$ cat src/rtl/serial_adder_pkg.sv
`default_nettype none
// ============================================================================
//  Module      : serial_adder_pkg
//  Description : Shared definitions for the bit-serial add/subtract sequencer:
//                FSM state encoding and the bit-counter width helper.
//  Revision    : 1.0 - initial release
// ============================================================================
package serial_adder_pkg;

    localparam logic [1:0] ST_IDLE = 2'd0;
    localparam logic [1:0] ST_RUN  = 2'd1;
    localparam logic [1:0] ST_DONE = 2'd2;

    // Bit-counter width: enough to count 0..w-1, never narrower than one bit.
    function automatic int cnt_width(input int w);
        int r;
        r = $clog2(w);
        if (r < 1) r = 1;
        return r;
    endfunction

endpackage : serial_adder_pkg
`default_nettype wire

$ cat src/rtl/fulladder.sv
`default_nettype none
// ============================================================================
//  Module      : fulladder
//  Description : Full-adder cell; a + b + y -> sum s, carry c (bitwise).
//  Revision    : 1.0 - initial release
// ============================================================================
module fulladder #(
    parameter int WIDTH = 1
) (
    input  logic [WIDTH-1:0] a,
    input  logic [WIDTH-1:0] b,
    input  logic [WIDTH-1:0] y,
    output logic [WIDTH-1:0] s,
    output logic [WIDTH-1:0] c
);

    // Sum and carry-out of the three inputs
    always_comb begin
        s = a ^ b ^ y;
        c = (a & b) | (y & (a ^ b));
    end

endmodule : fulladder
`default_nettype wire

$ cat src/rtl/serial_adder_ctrl.sv
`default_nettype none
// ============================================================================
//  Module      : serial_adder_ctrl
//  Description : Bit-serial add/subtract sequencer. Operands are accepted via
//                valid/ready, fed LSB-first through one fulladder cell, and
//                the result is held behind a second valid/ready handshake.
//  Revision    : 1.0 - initial release
// ============================================================================
module serial_adder_ctrl
    import serial_adder_pkg::*;
#(
    parameter int WIDTH = 8
) (
    input  logic             clk,
    input  logic             reset,      // asynchronous, active-low
    input  logic             in_valid,
    output logic             in_ready,
    input  logic [WIDTH-1:0] in_a,
    input  logic [WIDTH-1:0] in_b,
    input  logic             in_sub,
    output logic             out_valid,
    input  logic             out_ready,
    output logic [WIDTH-1:0] out_sum,
    output logic             out_carry,
    output logic             busy
);

    localparam int            CW     = cnt_width(WIDTH);
    localparam logic [CW-1:0] C_LAST = CW'(WIDTH - 1);

    logic [1:0]       state_q, state_d;
    logic [WIDTH-1:0] sa_q, sa_d;
    logic [WIDTH-1:0] sb_q, sb_d;
    logic [WIDTH-1:0] res_q, res_d;
    logic             carry_q, carry_d;
    logic [CW-1:0]    cnt_q, cnt_d;

    logic             w_fa_s;
    logic             w_fa_c;

    // Single shared adder cell: one operand bit pair per RUN cycle
    fulladder #(
        .WIDTH (1)
    ) u_fa (
        .a (sa_q[0]),
        .b (sb_q[0]),
        .y (carry_q),
        .s (w_fa_s),
        .c (w_fa_c)
    );

    // Handshake/status outputs decode straight from state; in_ready is also
    // held low while reset is asserted. Results are only exposed in DONE so
    // intermediate carry/result activity never reaches the outputs.
    always_comb begin
        in_ready  = (state_q == ST_IDLE) && reset;
        out_valid = (state_q == ST_DONE);
        busy      = (state_q != ST_IDLE);
        out_sum   = (state_q == ST_DONE) ? res_q : '0;
        out_carry = (state_q == ST_DONE) ? carry_q : 1'b0;
    end

    // Next-state logic for the FSM and the serial datapath
    always_comb begin
        state_d = state_q;
        sa_d    = sa_q;
        sb_d    = sb_q;
        res_d   = res_q;
        carry_d = carry_q;
        cnt_d   = cnt_q;
        case (state_q)
            ST_IDLE: begin
                if (in_valid) begin
                    // Subtract is A + ~B + 1: invert B and seed the carry
                    sa_d    = in_a;
                    sb_d    = in_b ^ {WIDTH{in_sub}};
                    carry_d = in_sub;
                    cnt_d   = '0;
                    state_d = ST_RUN;
                end
            end
            ST_RUN: begin
                sa_d    = {1'b0, sa_q[WIDTH-1:1]};
                sb_d    = {1'b0, sb_q[WIDTH-1:1]};
                res_d   = {w_fa_s, res_q[WIDTH-1:1]};
                carry_d = w_fa_c;
                cnt_d   = cnt_q + 1'b1;
                if (cnt_q == C_LAST) begin
                    cnt_d   = cnt_q;
                    state_d = ST_DONE;
                end
            end
            ST_DONE: begin
                if (out_ready) begin
                    state_d = ST_IDLE;
                end
            end
            default: begin
                state_d = ST_IDLE;
            end
        endcase
    end

    // State registers with asynchronous active-low reset
    always_ff @(posedge clk or negedge reset) begin
        if (!reset) begin
            state_q <= ST_IDLE;
            sa_q    <= '0;
            sb_q    <= '0;
            res_q   <= '0;
            carry_q <= 1'b0;
            cnt_q   <= '0;
        end else begin
            state_q <= state_d;
            sa_q    <= sa_d;
            sb_q    <= sb_d;
            res_q   <= res_d;
            carry_q <= carry_d;
            cnt_q   <= cnt_d;
        end
    end

endmodule : serial_adder_ctrl
`default_nettype wire

$ cat config.mk
export PLATFORM = sky130hd
export DESIGN_NAME = serial_adder_ctrl
export DESIGN_NICKNAME = d
export VERILOG_FILES = /design/src/rtl/serial_adder_pkg.sv /design/src/rtl/fulladder.sv /design/src/rtl/serial_adder_ctrl.sv
export SDC_FILE = /design/constraint.sdc
export NUM_CORES = 1
export LEC_CHECK = 0
export CAP_MARGIN = 20
export CORE_ASPECT_RATIO = 1.5
export CORE_MARGIN = 10
export CORE_UTILIZATION = 41
export CTS_CLUSTER_DIAMETER = 40
export DETAILED_ROUTE_END_ITERATION = 6
export PLACE_DENSITY_LB_ADDON = 0.2
export SETUP_SLACK_MARGIN = 0.15
export SYNTH_ARGS = -nofsm -noshare
export SYNTH_HDL_FRONTEND = slang
export SYNTH_SLANG_ARGS = --single-unit
$ cat constraint.sdc
create_clock -name clk -period 1.5 [get_ports clk]
set_input_delay 0.3 -clock clk [delete_from_list [all_inputs] [get_ports clk]]
set_output_delay 0.3 -clock clk [all_outputs]
set_load 0.005 [all_outputs]
==> out/metrics.csv <==
metric,value,unit
post-synthesis mux area share,0.7739,%
Die Area,6381,sq um
#FFs+latches synth,30,
CTS tree,done,
total of warnings raised by yosys,0,
Clock Tree Root,clkbuf_8,
drt drc,0,
Clock Skews,0.007060,ns
pre-CTS setup slack,-0.3536,ns
Gate power share,45.6,%
max-cap check violation count,0,
antenna violation net count after detailed routing,0,
Worst-Margin Slew,0.3814,ns
overall die width,68.64,microns
R2R Setup Slk,-0.09,ns
crit-path max FO,3,
layout cells sized above 1,32.67,%
main combinational cell family by area after synthesis,simple AND/OR/NAND/NOR gates,
Register-to-Register Path Depth,5,
H-tree lvl count,2,
max-slew violation count,0,
fmax,0.6249,GHz
core area,3416,sq um
diodes inserted,0,
Synth Area in Compound Gates,14.19,%
initial core utilization,42.60,%
total gr overflow,0,
synth-to-layout area growth,48.93,%
synth unique cells,26,
cells after synthesis,145,
Post-Syn Area,1455,sq um
minimum clock period after layout,1.600,ns
Min Hold Slack,0.4423,ns
xor and xnor fraction of the mapped netlist area,4.815,%
largest net degree at the start of global routing,31,
Crit path arrival time,1.30,ns
Die Height,92.97,microns
simple-gate area share of the yosys netlist,20.81,%
startpoint types,flop,
failing checks,negative setup slack,
Total Wirelength,3623,microns
initial antenna violation count,0,
Crit. End Element,output port,
post-synthesis sequential area ratio,51.59,%
Synth Area in Adders,3.095,%
HPWL Detailed,2680,microns
Leak,1.040,nW
DRT iter0 DRCs,41,
Num CTS Buffers,5,
Reg2Reg Launch Point,state_q[0]$_DFFE_PN0P_,
clock sink count,30,
Final Worst Setup Slack,-0.1003,ns
Finished Layout Cells,244,
Final Power,3.806,mW
Clock Pin Slew Worst Setup and Hold Paths,0.07,ns
GPL Wtd Cong,0.8038,
Nets,225,
part of the power in the clock network,17.7,%
vias in the first global route,1268,
first-pass GRT wire length,5920,microns
Max transition margin,74.57,%
Post-Syn Nets,169,
switch share,34.72,%
Routed wire per std cell,14.85,microns
clock buffer depth,2,
Via Count,1238,
Vias/cell,5.074,
IO Count,33,
Power Density,1756,nW/um^2
critical path class,reg -> out,
worst hold path class,in -> async,
WP data required,1.20,ns
"Hold-fix buffers, CTS",0,
Final Cycle Share,106.7,%
Synth Area per Inst,10.04,sq um
RSZ-0062 raised after global routing,true,
"Clk Latency, worst-skew pair",0.28,ns
capture point of the worst reg-to-reg path,cnt_q[0]$_DFFE_PN0P_,
Hold Fails Final Rpt,0,
placement row count,26,
GRT Overall Usage,12.01,%
DRT Pass-1 Iters,4,
Reg power frac,36.6,%
maximum vdd drop,0.001210,V
DP Cell Count,228,
Port-buffer cells,32,
Internal,2.485,mW
Sw Pwr,1.321,mW
outcome,finished with violations,
setup violators final,13,
cell type report:
type	instances	area (sq um)
Inverter	5	18.77
Sequential cell	30	750.7
Clock buffer	7	86.33
Clock inverter	1	5.005
Multi-Input combinational cell	101	709.4
Fill cell	311	1249
Timing Repair Buffer	58	544.3
Tap cell	42	52.55
power by group through the flow:
stage | clock network, mW | logic [mW] | registers (mW)
6_report | 0.675 | 1.74 | 1.39
5_1_grt | 0.723 | 1.94 | 1.43
3_5_place_dp | 0 | 1.49 | 1.40
4_1_cts | 0.687 | 1.64 | 1.39
3_3_place_gp | 0 | 1.42 | 1.38
2_1_floorplan | 0 | 0.980 | 1.34
stage by stage:
stage / instance area (sq um) / setup TNS, ns / util (%)
after CTS: 2079 / -0.9110 / 60.88
after floorplan: 1486 / 0 / -
after global placement: 1934 / -3.502 / 56.63
after global routing: 2167 / -1.998 / 63.44
after detailed placement: 1934 / -4.025 / 56.63
final: 2167 / -0.8744 / 63.44
registers in the layout, indices dropped and copies added (netlist names):
| register | count |
|---|---|
| sb_q | 8 |
| cnt_q | 3 |
| sa_q | 8 |
| carry_q | 1 |
| state_q | 2 |
| res_q | 8 |
worst max path at each step:
stage,start,endpoint,slack (ns),depth (start not counted)
floorplan,cnt_q[1]$_DFFE_PN0P_,cnt_q[0]$_DFFE_PN0P_,0.08,5
global placement,reset,in_ready,-0.35,4
detailed placement,reset,in_ready,-0.35,4
CTS,state_q[0]$_DFFE_PN0P_,busy,-0.13,4
global route,state_q[1]$_DFFE_PN0P_,out_sum[6],-0.14,5
finish,state_q[0]$_DFFE_PN0P_,busy,-0.10,4
timing repair:
item,CTS,global route
setup endpoints to repair,25,41
setup buffers,7,1
pin swaps,10,1
resized for setup,65,24
logic make-up after synthesis:
logic type	count (synthesis)
and+or+nand+nor	61
DFF	30
AOI/OAI and AO/OA	28
muxes	1
adders and majority gates	3
xor gates and xnor gates	8
buffers and inverters	14
per-layer routing:
layer / global-route usage [%] / share of wire (%) / up-vias
met3: 4.463 / 5.3 / 5
li1: - / - / 603
met4: 5.051 / 1.7 / 0
met2: 20.29 / 53 / 27
met5: 0 / 0 / -
met1: 12.71 / 40 / 603
layout by cell type, fill, tap and decap left out, types with 2 or more instances in the layout:
master	netlist	layout
nor2b_4	1	3
and2_4	0	5
clkdlybuf4s50_1	0	20
buf_2	7	5
nand3_1	2	2
a22oi_1	5	5
and3b_1	2	2
nand2_1	31	31
buf_4	0	15
inv_1	5	5
and2_1	9	4
clkbuf_8	0	6
buf_6	1	17
o21ai_1	0	4
a21oi_1	2	2
a22o_1	3	3
o21ai_0	9	5
a221o_1	8	8
xnor2_1	8	8
dfrtp_1	30	30
nor2_1	9	4
nor2_2	0	4
critical path: stages, from the launching register on:
cell	delay, ns
dfrtp_1	0.42
buf_6	0.14
or2_4	0.24
buf_6	0.12
buf_6	0.10
cells in the mapped netlist (all sizes together):
cell	count	area share (%)
and3b	2	1.2
mux2	1	0.77
o21bai	1	0.52
clkbuf	1	0.26
a22oi	5	2.6
nand2	31	8.0
a221o	8	5.5
a22o	3	1.8
fa	1	1.4
nor3b	1	0.86
or3b	1	0.77
nor2b	4	2.2
buf	8	3.2
xnor2	8	4.8
or2	1	0.43
a21oi	2	0.69
nor2	9	2.3
nand2b	1	0.43
nand3	2	0.69
ha	2	1.7
inv	5	1.3
dfrtp	30	52
and2	9	3.9
o21ai	9	3.1
Power figures use the tool's default switching activity.
